### config.mk
export PLATFORM = sky130hd
export DESIGN_NAME = mul_issue_sched
export DESIGN_NICKNAME = d
export VERILOG_FILES = /design/src/rtl/drac_pkg.sv /design/src/rtl/mul_rr_arb.sv /design/src/rtl/mul_issue_sched.sv
export SDC_FILE = /design/constraint.sdc
export NUM_CORES = 1
export LEC_CHECK = 0
export BUFFER_PORTS_ARGS = -buffer_cell sky130_fd_sc_hd__buf_2
export CAP_MARGIN = 20
export CORE_UTILIZATION = 35
export DETAILED_ROUTE_END_ITERATION = 8
export PLACE_DENSITY = 0.8
export SLEW_MARGIN = 25
export SYNTH_ARGS = -nofsm -noshare
export SYNTH_HDL_FRONTEND = slang
export SYNTH_SLANG_ARGS = --single-unit
### constraint.sdc
create_clock -name clk_i -period 1.2 [get_ports clk_i]
set_input_delay 0.06 -clock clk_i [delete_from_list [all_inputs] [get_ports clk_i]]
set_output_delay 0.06 -clock clk_i [all_outputs]
set_load 0.03 [all_outputs]
### src/rtl/drac_pkg.sv
// Shared core definitions. This slice carries the multiplier latency constants
// and the request type used by the multiplier issue scheduler.
package drac_pkg;

    localparam int unsigned MUL_LAT_32  = 1;
    localparam int unsigned MUL_LAT_64  = 2;
    localparam int unsigned MUL_REQ_NUM = 2;

    typedef struct packed {
        logic valid;
        logic op32;
    } mul_req_t;

endpackage

### src/rtl/mul_rr_arb.sv
// Two-way round-robin arbiter: one-hot grant from an eligible vector; the pointer
// moves to the other requester after every grant and holds otherwise.
module mul_rr_arb
    import drac_pkg::*;
(
    input  logic                   clk_i,
    input  logic                   rstn_i,
    input  logic [MUL_REQ_NUM-1:0] elig_i,
    output logic [MUL_REQ_NUM-1:0] gnt_o
);

    logic rr_ptr_q;

    always_comb begin
        gnt_o = '0;
        if (&elig_i) begin
            gnt_o[rr_ptr_q] = 1'b1;
        end else begin
            gnt_o = elig_i;
        end
    end

    always_ff @(posedge clk_i) begin
        if (!rstn_i) begin
            rr_ptr_q <= 1'b0;
        end else if (|gnt_o) begin
            rr_ptr_q <= ~gnt_o[1];
        end
    end

endmodule

### src/rtl/mul_issue_sched.sv
// Multiplier issue scheduler: round-robin issue, 64-bit/word writeback collision
// avoidance, in-flight tracking and flush. Optional perf counters: MUL_SCHED_PERF_EN.
module mul_issue_sched
    import drac_pkg::*;
(
    input  logic                   clk_i,
    input  logic                   rstn_i,
    input  logic                   flush_i,
    input  logic [MUL_REQ_NUM-1:0] req_valid_i,
    input  logic [MUL_REQ_NUM-1:0] req_op32_i,
    output logic [MUL_REQ_NUM-1:0] req_ready_o,
    output logic                   issue_valid_o,
    output logic                   issue_src_o,
    output logic                   issue_op32_o,
    output logic                   busy_o,
    output logic                   idle_o,
    output logic [31:0]            perf_grant_cnt_o,
    output logic [31:0]            perf_block_cnt_o
);

    mul_req_t [MUL_REQ_NUM-1:0] req;
    logic     [MUL_REQ_NUM-1:0] elig;
    logic     [MUL_REQ_NUM-1:0] gnt;
    logic                       pend64_q;
    logic                       op32_q;
    logic     [MUL_LAT_64-1:0]  occ_q;

    // A word op issued right after a 64-bit op would land on the same writeback cycle.
    always_comb begin
        for (int i = 0; i < MUL_REQ_NUM; i++) begin
            req[i].valid = req_valid_i[i];
            req[i].op32  = req_op32_i[i];
            elig[i]      = req[i].valid & ~(req[i].op32 & pend64_q) & ~flush_i & rstn_i;
        end
    end

    mul_rr_arb u_arb (
        .clk_i  (clk_i),
        .rstn_i (rstn_i),
        .elig_i (elig),
        .gnt_o  (gnt)
    );

    assign req_ready_o   = gnt;
    assign issue_valid_o = |gnt;
    assign issue_src_o   = gnt[1];
    assign issue_op32_o  = |(gnt & req_op32_i);
    assign busy_o        = |occ_q;
    assign idle_o        = ~busy_o & ~issue_valid_o;

    // Stage boundary: grant -> in-flight tracking
    always_ff @(posedge clk_i) begin
        if (!rstn_i) begin
            pend64_q <= 1'b0;
            op32_q   <= 1'b0;
            occ_q    <= '0;
        end else if (flush_i) begin
            pend64_q <= 1'b0;
            occ_q    <= '0;
        end else begin
            pend64_q <= issue_valid_o & ~issue_op32_o;
            occ_q    <= {occ_q[0] & ~op32_q, issue_valid_o};
            if (issue_valid_o) begin
                op32_q <= issue_op32_o;
            end
        end
    end

`ifdef MUL_SCHED_PERF_EN
    logic [31:0] grant_cnt_q;
    logic [31:0] block_cnt_q;

    function automatic logic [31:0] sat_inc(input logic [31:0] v);
        return (v == 32'hFFFF_FFFF) ? v : v + 32'd1;
    endfunction

    always_ff @(posedge clk_i) begin
        if (!rstn_i) begin
            grant_cnt_q <= '0;
            block_cnt_q <= '0;
        end else begin
            if (issue_valid_o) begin
                grant_cnt_q <= sat_inc(grant_cnt_q);
            end
            if (|req_valid_i & ~issue_valid_o & ~flush_i) begin
                block_cnt_q <= sat_inc(block_cnt_q);
            end
        end
    end

    assign perf_grant_cnt_o = grant_cnt_q;
    assign perf_block_cnt_o = block_cnt_q;
`else
    assign perf_grant_cnt_o = '0;
    assign perf_block_cnt_o = '0;
`endif

endmodule

==> metrics.md <==
| Metric | Value |
|---|---|
| Status | `finished, violations left` |
| Failing checks | `negative setup slack` |
| Lkg Pwr | `between 0.4 and 0.5 nW` |
| Detailed placement HPWL | `769 um` |
| WP data required | `around 1.1 ns` |
| Maximum root-to-sink buffer count | `2` |
| CTS Hold Bufs | `0` |
| Post-Syn Area per Cell | `7.58 sq um` |
| Hold slack final | `0.0941 ns` |
| Number of nets in the layout | `about 130` |
| CTS clk-pin slew, worst paths | `0.04 ns` |
| Fmax | `0.826 GHz` |
| Critical path class | `flip-flop to primary output` |
| Syn-to-layout area delta | `0.337%` |
| Post-DP Area | `607 sq um` |
| Worst-Skew Late Latency | `0.24 ns` |
| Num CTS Buffers | `3` |
| Worst Setup SP | `pend64_q` |
| Top Ports | `78` |
| Crit path largest cell delay | `approximately 0.32 ns` |
| Ant diodes | `0` |
| Worst path arrival time | `around 1.2 ns` |
| Worst setup path endpoint | `idle_o` |
| Setup crit end kind | `primary output` |
| Peak supply drop | `531 uV` |
| Vias per inst | `3.21` |
| Fin. Hold Viols | `0` |
| Max cap viols | `0` |
| Die area | `0.00231 sq mm` |
| Worst path depth | `5` |
| Fillcell total | `224` |
| Die Y-Extent | `48.1 um` |
| Pin count of the biggest net entering global routing | `8` |
| Cells after Synth | `98` |
| Routability cong. | `0.758` |
| Initial DRC Count | `3` |
| Cell chain of the critical path | `nand2_1 > nand2_4 > a21oi_4 > nor2_1 > buf_4` |
| Placed cells | `136` |
| Total power | `0.801 mW` |
| #FFs+latches synth | `5` |
| Non-Filler Instances | `roughly 150` |
| Min-Delay Path Class | `primary input to flip-flop` |
| Post-route setup slack | `-0.0113 ns` |
| Pre-CTS setup slack | `0.180 ns` |
| Synth Cell Area | `743 sq um` |
| First-pass GRT wire length | `1.30 mm` |
| Overflow after GRT | `0` |
| WP buf/inv | `1` |
| Layout Skew | `0.000578 ns` |
| Sequential area share after synthesis | `13.5%` |
| Clock root cell | `clkbuf_4` |
| Max-slew violation count | `0` |
| Slowest-stage cell, CP | `dfxtp_2` |
| Aggregate negative setup slack | `-0.0327 ns` |
| Final setup vio count | `3` |
| CTS tree | `yes` |
| Port bufs | `13` |
| FF-to-FF path depth | `6` |
| Routed vias | `~470` |
| Final wirelength | `1.05 mm` |
| Top-area cell type share of the netlist area | `65.7%` |
| CTS H-tree depth | `1` |
| Count of cell types in the netlist | `18` |
| Starting Density | `a little under two fifths` |
| Synth warn | `0` |
| Die X | `between 40 and 50 um` |
| Core Area | `0.00198 sq mm` |
| RSZ-0062 raised after global routing | `true` |
| Cell area after layout | `746 sq um` |
| Final Util | `37.6%` |
| Initial antenna violation count | `0` |
| Critical R2R Capture | `pend64_q` |
| R2r startpoint | `u_arb.rr_ptr_q` |
| Post-route ant nets | `0` |
| GRT Util Overall | `8.82%` |
| PwrDens | `1070 mW/mm^2` |
| Dominant cell type by area after synthesis | `buf_4` |
| Fraction of layout cells with a size suffix above 1 | `30.0%` |
| CTS sink count | `5` |
| FP Rows | `16` |
| Tcrit/Tclk final | `101%` |
| DRC Markers | `0` |
| Min Tclk post-route | `1.21 ns` |
| Top cells by area, synth | `buf_4 66%, dfxtp_1 13%, a21oi_1 2.7%` |
| R2R setup slack | `around 0.09 ns` |
| Top delay family on crit path | `flip-flops` |
| Routed WL per cell | `7.12 um` |
| DR pass1 iterations | `3` |
| CP max FO | `5` |
| Crit start category | `flip-flop` |
| Vias in the first global route | `327` |
-- logic make-up after synthesis --
| logic type | after synthesis | synth area share [%] |
|---|---|---|
| other | 1 | 0.505 |
| AND/OR/NAND/NOR | 17 | 12.1 |
| flip-flops | 5 | 13.5 |
| AO/OA/AOI/OAI | 9 | 7.74 |
| buffers and inverters | 66 | 66.2 |
-- worst reg2reg max path: stages (launching register included) --
cell	delay (ns)
dfxtp_2	0.35
inv_2	0.06
a21oi_2	0.11
o21bai_1	0.09
buf_4	0.14
buf_4	0.12
and2_1	0.14
-- repair_timing --
item,CTS,global route
gates cloned,0,0
pin swaps,3,1
endpoints found under the setup margin,6,7
resized for setup,15,6
setup buffers,4,3
-- worst min path at each step --
stage,start,endpoint,cells after the start
2_1_floorplan,rstn_i,u_arb.rr_ptr_q,1
3_3_place_gp,rstn_i,u_arb.rr_ptr_q,2
3_5_place_dp,rstn_i,u_arb.rr_ptr_q,2
4_1_cts,rstn_i,u_arb.rr_ptr_q,2
5_1_grt,rstn_i,u_arb.rr_ptr_q,2
6_report,rstn_i,u_arb.rr_ptr_q,2
-- state kept, by name (all words and copies together), names as in the netlist --
register	cells
occ_q	2
op32_q	1
pend64_q	1
u_arb.rr_ptr_q	1
-- Yosys cell counts --
master,n
o21bai_1,1
a21oi_2,1
and2_1,1
or2_2,1
o311a_1,1
nand2b_4,1
buf_4,65
conb_1,1
nor3_1,2
nand2_1,5
o21ai_0,1
dfxtp_1,5
inv_1,1
nor3b_1,1
a21oi_1,4
o22ai_1,1
nand2_2,2
nor2_1,4
-- metal layers --
layer	global-route usage (%)	vias up	part of all wire [%]
met3	5.66	0	14
met1	9.13	203	36
li1	-	226	-
met2	14.3	43	50
met4	3.33	0	0
met5	0	-	0
-- cell usage in the layout (no fill, tap or decap), drive strengths merged, types with 2 or more instances in the layout --
cell    count
conb       64
buf        20
nand2       7
a21oi       5
dfxtp       5
nor2        4
clkbuf      4
nor3        2
-- report_power, final --
group          internal [mW]  switching (mW)  total [mW]
sequential             0.177         0.00605       0.183
clock                  0.126          0.0686       0.194
combinational         0.0714           0.352       0.424
-- final cells by class --
class | count | area (sq um) | area share, %
multi-input cells | 90 | 435 | 58.4
repair buffers | 20 | 144 | 19.3
flip-flops and latches | 5 | 103 | 13.8
well taps | 27 | 33.8 | 4.53
clock buffers | 4 | 26.3 | 3.52
inverters | 1 | 3.75 | 0.503
No activity file was read; power rests on OpenSTA's default activity.
